--- config.mk ---
export PLATFORM = sky130hd
export DESIGN_NAME = uart_tx_arbiter
export DESIGN_NICKNAME = d
export VERILOG_FILES = /design/src/rtl/uart_pkg.sv /design/src/rtl/uart_rr_pick.sv /design/src/rtl/uart_tx_arbiter.sv
export SDC_FILE = /design/constraint.sdc
export NUM_CORES = 1
export LEC_CHECK = 0
export BUFFER_PORTS_ARGS = -buffer_cell sky130_fd_sc_hd__buf_2
export CORE_MARGIN = 2
export CORE_UTILIZATION = 46
export DETAILED_ROUTE_END_ITERATION = 10
export PLACE_DENSITY = 0.76
export SYNTH_ARGS = -nofsm -noshare
export SYNTH_HDL_FRONTEND = slang
export SYNTH_SLANG_ARGS = --single-unit
--- constraint.sdc ---
create_clock -name clk -period 2.86 [get_ports clk]
set_input_delay 0.286 -clock clk [delete_from_list [all_inputs] [get_ports clk]]
set_output_delay 0.286 -clock clk [all_outputs]
set_load 0.01 [all_outputs]
--- src/rtl/uart_pkg.sv ---
// Shared UART definitions: byte width and the tx arbiter state encoding.
package uart_pkg;

    localparam int unsigned UART_BYTE_W = 8;

    typedef enum logic [1:0] {
        ARB_IDLE      = 2'd0,
        ARB_WAIT_BUSY = 2'd1,
        ARB_WAIT_DONE = 2'd2
    } arb_state_t;

endpackage

--- src/rtl/uart_rr_pick.sv ---
// Combinational round-robin picker: the first eligible request after last_grant wins.
module uart_rr_pick
    import uart_pkg::*;
#(
    parameter int unsigned NUM_REQ = 4,
    parameter int unsigned IDX_W   = $clog2(NUM_REQ)
) (
    input  logic [NUM_REQ-1:0] req,
    input  logic [IDX_W-1:0]   last_grant,
    input  logic [NUM_REQ-1:0] elig,
    output logic [NUM_REQ-1:0] grant,
    output logic [IDX_W-1:0]   grant_idx,
    output logic               grant_any
);

    always_comb begin
        grant     = '0;
        grant_idx = '0;
        grant_any = 1'b0;
        for (int unsigned k = 1; k <= NUM_REQ; k++) begin
            int unsigned      pos;
            logic [IDX_W-1:0] cand;
            pos = 32'(last_grant) + k;
            if (pos >= NUM_REQ) begin
                pos = pos - NUM_REQ;
            end
            cand = IDX_W'(pos);
            if (!grant_any && req[cand] && elig[cand]) begin
                grant[cand] = 1'b1;
                grant_idx   = cand;
                grant_any   = 1'b1;
            end
        end
    end

endmodule

--- src/rtl/uart_tx_arbiter.sv ---
// Round-robin arbiter sharing one uart_tx serializer among NUM_REQ byte requesters.
// Define UART_ARB_LOCK_EN to add req_last and hold the grant for a whole packet.
module uart_tx_arbiter
    import uart_pkg::*;
#(
    parameter int unsigned NUM_REQ      = 4,
    parameter int unsigned BUSY_TIMEOUT = 16
) (
    input  logic                           clk,
    input  logic                           reset,
    input  logic [NUM_REQ-1:0]             req_valid,
    input  logic [UART_BYTE_W*NUM_REQ-1:0] req_data,
`ifdef UART_ARB_LOCK_EN
    input  logic [NUM_REQ-1:0]             req_last,
`endif
    output logic [NUM_REQ-1:0]             req_ready,
    output logic                           tx_start,
    output logic [UART_BYTE_W-1:0]         tx_data,
    input  logic                           tx_busy,
    output logic [$clog2(NUM_REQ)-1:0]     grant_id,
    output logic                           arb_busy,
    output logic                           err_timeout
);

    localparam int unsigned      IDX_W    = $clog2(NUM_REQ);
    localparam int unsigned      CNT_W    = $clog2(BUSY_TIMEOUT);
    localparam logic [CNT_W-1:0] CNT_LAST = CNT_W'(BUSY_TIMEOUT - 1);

    arb_state_t             state, state_next;
    logic [CNT_W-1:0]       cnt, cnt_next;
    logic                   timeout_hit;
    logic [IDX_W-1:0]       last_grant;
    logic [NUM_REQ-1:0]     elig;
    logic [NUM_REQ-1:0]     pick_grant;
    logic [IDX_W-1:0]       pick_idx;
    logic                   pick_any;
    logic                   can_issue;
    logic                   xfer;
    logic [UART_BYTE_W-1:0] req_bytes [NUM_REQ];

    for (genvar i = 0; i < NUM_REQ; i++) begin : g_bytes
        assign req_bytes[i] = req_data[UART_BYTE_W*i +: UART_BYTE_W];
    end

`ifdef UART_ARB_LOCK_EN
    logic locked;

    assign elig = locked ? (NUM_REQ'(1) << last_grant) : '1;

    // A non-last byte keeps its requester as sole owner; timeouts leave the lock alone.
    always_ff @(posedge clk) begin
        if (reset) begin
            locked <= 1'b0;
        end else if (xfer) begin
            locked <= ~req_last[pick_idx];
        end
    end
`else
    assign elig = '1;
`endif

    uart_rr_pick #(
        .NUM_REQ (NUM_REQ),
        .IDX_W   (IDX_W)
    ) u_pick (
        .req        (req_valid),
        .last_grant (last_grant),
        .elig       (elig),
        .grant      (pick_grant),
        .grant_idx  (pick_idx),
        .grant_any  (pick_any)
    );

    // Never offer a byte while the serializer still runs a frame, even one begun before reset.
    assign can_issue = (state == ARB_IDLE) && !tx_busy && !reset;
    assign req_ready = can_issue ? pick_grant : '0;
    assign xfer      = can_issue && pick_any;
    assign arb_busy  = (state != ARB_IDLE);

    always_comb begin
        state_next  = state;
        cnt_next    = cnt;
        timeout_hit = 1'b0;
        case (state)
            ARB_IDLE: begin
                if (xfer) begin
                    state_next = ARB_WAIT_BUSY;
                    cnt_next   = '0;
                end
            end
            ARB_WAIT_BUSY: begin
                if (tx_busy) begin
                    state_next = ARB_WAIT_DONE;
                    cnt_next   = '0;
                end else if (cnt == CNT_LAST) begin
                    timeout_hit = 1'b1;
                    state_next  = ARB_IDLE;
                    cnt_next    = '0;
                end else begin
                    cnt_next = cnt + CNT_W'(1);
                end
            end
            ARB_WAIT_DONE: begin
                if (!tx_busy) begin
                    state_next = ARB_IDLE;
                end
            end
            default: begin
                state_next = ARB_IDLE;
            end
        endcase
    end

    always_ff @(posedge clk) begin
        if (reset) begin
            state       <= ARB_IDLE;
            cnt         <= '0;
            tx_start    <= 1'b0;
            tx_data     <= '0;
            grant_id    <= '0;
            last_grant  <= IDX_W'(NUM_REQ - 1);
            err_timeout <= 1'b0;
        end else begin
            state       <= state_next;
            cnt         <= cnt_next;
            tx_start    <= xfer;
            err_timeout <= timeout_hit;
            if (xfer) begin
                tx_data    <= req_bytes[pick_idx];
                grant_id   <= pick_idx;
                last_grant <= pick_idx;
            end
        end
    end

endmodule

==> flow_summary.json <==
{
  "max_stage_delay_ps": 340,
  "num_vias": 1788,
  "cts_made_buffers": 3,
  "routabilityCongestion": 0.8515,
  "min_period_ps": 2600,
  "dp_hpwl_um": 3238,
  "min_period_over_period_pct": 90.92,
  "grt.overflow.total": 0,
  "hold_path.class": "in -> reg",
  "drc": 0,
  "layout-drive-gt1-share_pct": 31.20,
  "crit_arrival_ps": 2310,
  "clockBufferDepth": 2,
  "seq_area_frac_synth_pct": 22.54,
  "powerDensity_nw_per_um2": 500.9,
  "synth-edff-count": 0,
  "areaGrowthSynthToFinish_pct": 22.89,
  "final_cells": 314,
  "drtAntennaViolNets": 0,
  "cpMaxStageDelayCell": "dfxtp_1",
  "worstSetupEndpointType": "output pin",
  "syn_nets": 263,
  "status": "completed",
  "synth_top_flop_cell": "dfxtp_1",
  "core_um2": 3689,
  "cp-start-kind": "register",
  "finalClockSkew_ps": 9.206,
  "synth_top_cell_area_share_pct": 22.54,
  "rsz0062_at_grt": "no",
  "relSlewSlack_pct": 65.60,
  "tightest_slew_ps": 513.5,
  "initial_core_util_pct": 48.17,
  "cap_violations": 0,
  "timing.critical_path.mode_cell": "nor2_1",
  "cp_cell_sequence": "inv_1, ha_4, mux4_2, nor2b_1, buf_4, a22oi_1, nor2_1, a221oi_1, nor2_1, buf_2",
  "worstPathMaxFanout": 7,
  "power.leakage_nw": 0.9870,
  "max_freq_ghz": 0.3846,
  "die_width_um": 66.15,
  "antenna_found_initial": 0,
  "netlist_area_um2": 1777,
  "vias_per_cell": 5.694,
  "die_h_um": 66.15,
  "fill_cells": 342,
  "wire_per_inst_um": 14.20,
  "peakVddDrop_v": 0.0002997,
  "antenna_cells": 0,
  "synth_area_leaders": "dfxtp_1, nor2_1, ha_1",
  "cts.root.buffer_cell": "clkbuf_8",
  "port_buffers": 55,
  "path_clk_slew_ps": 70,
  "synth-seq-cells": 20,
  "final_util_pct": 59.19,
  "drt-initial-drc-count": 168,
  "synth_area_leader_cell": "dfxtp_1",
  "grt_first_pass_wirelength_um": 7107,
  "grt_pass1_vias": 1513,
  "place_inst": 308,
  "ys.warnings.count": 0,
  "io_pins": 56,
  "routed_wl_um": 4460,
  "slew_viol_final": 0,
  "grt_max_degree": 22,
  "htreeDepth": 1,
  "clock_latency_ps": 260,
  "synth_cells": 215,
  "critical-path-top-delay-family": "buffers and inverters",
  "cts_tree": "yes",
  "row_count": 22,
  "design.die.area_um2": 4376,
  "syn_avg_cell_area_um2": 8.264,
  "path_class": "reg -> out",
  "hold_violations": 0,
  "clock-sinks": 20,
  "power_w": 0.001094,
  "crit_buf_inv": 3,
  "nNetsFinal": 315,
  "hold_buffers": 0,
  "tns_ps": 0,
  "crit_required_ps": 2570,
  "drtPass1Iterations": 4,
  "synth.distinct_cells": 49,
  "setup_viol": 0,
  "async_reset_ff_share_pct": 0,
  "grt_usage_pct": 20.77
}
-- cells in the final DEF, fill, tap and decap left out, types with 2 or more instances in the layout --
master and instances:
nor3_1 4, a21oi_1 6, buf_2 55, inv_1 5, nand2_1 7, a32oi_1 7, dfxtp_1 20, nand3_1 2
nor3b_1 2, o31ai_1 7, mux4_2 4, a211oi_1 7, nor2_1 46, o21ai_1 2, a211o_1 7, mux2i_1 9
clkbuf_8 3, xnor2_1 2, o22a_1 7, ha_1 8, buf_4 9, nor4_1 7, a221oi_1 6, a22oi_1 5
-- layout make-up --
class | instances | area [µm²] | share of cell area (%)
clock buffer | 3 | 41.29 | 1.891
clock inverter | 1 | 30.03 | 1.375
inverter | 6 | 22.52 | 1.032
multi-input combinational | 171 | 1275 | 58.40
sequential | 20 | 400.4 | 18.34
tap | 48 | 60.06 | 2.751
timing repair buffer | 65 | 354.1 | 16.22
-- cell families (layout without fill, tap and decap cells) --
group / count (synthesis) / in the layout / synth area share (%)
DFF: 20 / 20 / 22.53
xor gates and xnor gates: 2 / 2 / 0.9861
and+or+nand+nor: 78 / 78 / 20.99
adders and majority gates: 9 / 9 / 6.338
muxes: 14 / 14 / 10.78
buffers and inverters: 24 / 75 / 6.690
AOI/OAI and AO/OA: 68 / 68 / 31.69
-- cells in the mapped netlist (2+ instances only) --
cell type	instances
a21oi_1	6
buf_2	5
clkbuf_1	10
a211o_1	7
nor2_1	46
nand3_1	2
a32oi_1	7
a211oi_1	7
inv_1	5
mux4_2	4
nor3b_1	3
xnor2_1	2
o22a_1	7
nand2_1	7
nor4_1	7
mux2i_1	9
o21ai_1	2
o31ai_1	7
a22oi_1	5
nor3_1	4
buf_6	3
dfxtp_1	20
a221oi_1	6
ha_1	9
-- sequential cells by signal, summed over array words and instances (netlist names) --
| signal | cells |
|---|---|
| grant_id | 2 |
| last_grant | 2 |
| tx_start | 1 |
| state | 2 |
| tx_data | 8 |
| err_timeout | 1 |
| cnt | 4 |
-- routing by layer --
layer	vias up	GRT usage [%]	wire length [µm]
met1	822	29.97	2168
met3	6	2.726	181
met2	43	31.00	2031
met4	0	8.418	79
li1	917	-	-
met5	-	0	0
-- through the flow --
step,hold slack [ps],instance area [µm²],worst slack [ps]
floorplan,362.0,1784,0.4978
CTS,313.7,2152,103.2
global route,305.9,2183,35.35
detailed placement,456.7,2081,341.4
global placement,453.3,2081,390.4
finish,317.4,2183,259.6
-- worst register-to-register path, stage by stage, from the launching register on --
cell	delay, ps
dfxtp_1	340
inv_1	110
ha_4	340
mux4_2	540
nand2_1	150
o31a_2	330
nor2_1	70
a211o_1	270
o31ai_1	200
-- power by group --
part           switching, W  total [W]  internal (W)
Combinational      0.000266   0.000479      0.000213
Sequential        0.0000182   0.000326      0.000308
Clock              0.000102   0.000289      0.000187
-- timing repair --
item                                    CTS  global route
endpoints found under the setup margin    0             4
gates resized for setup                   0             3
setup buffers                             0             2
-- final timing paths --
| check | from | end | slack, ps | cells past startpoint |
|---|---|---|---|---|
| setup / recovery | last_grant[1] | req_ready[1] | 260 | 10 |
| hold / removal | tx_busy | state[1] | 320 | 2 |
| setup reg to reg | last_grant[1] | tx_data[3] | 430 | 8 |
| hold reg to reg | grant_id[1] | grant_id[1] | 470 | 2 |
Note: power is estimated with default switching activity, not from simulation.
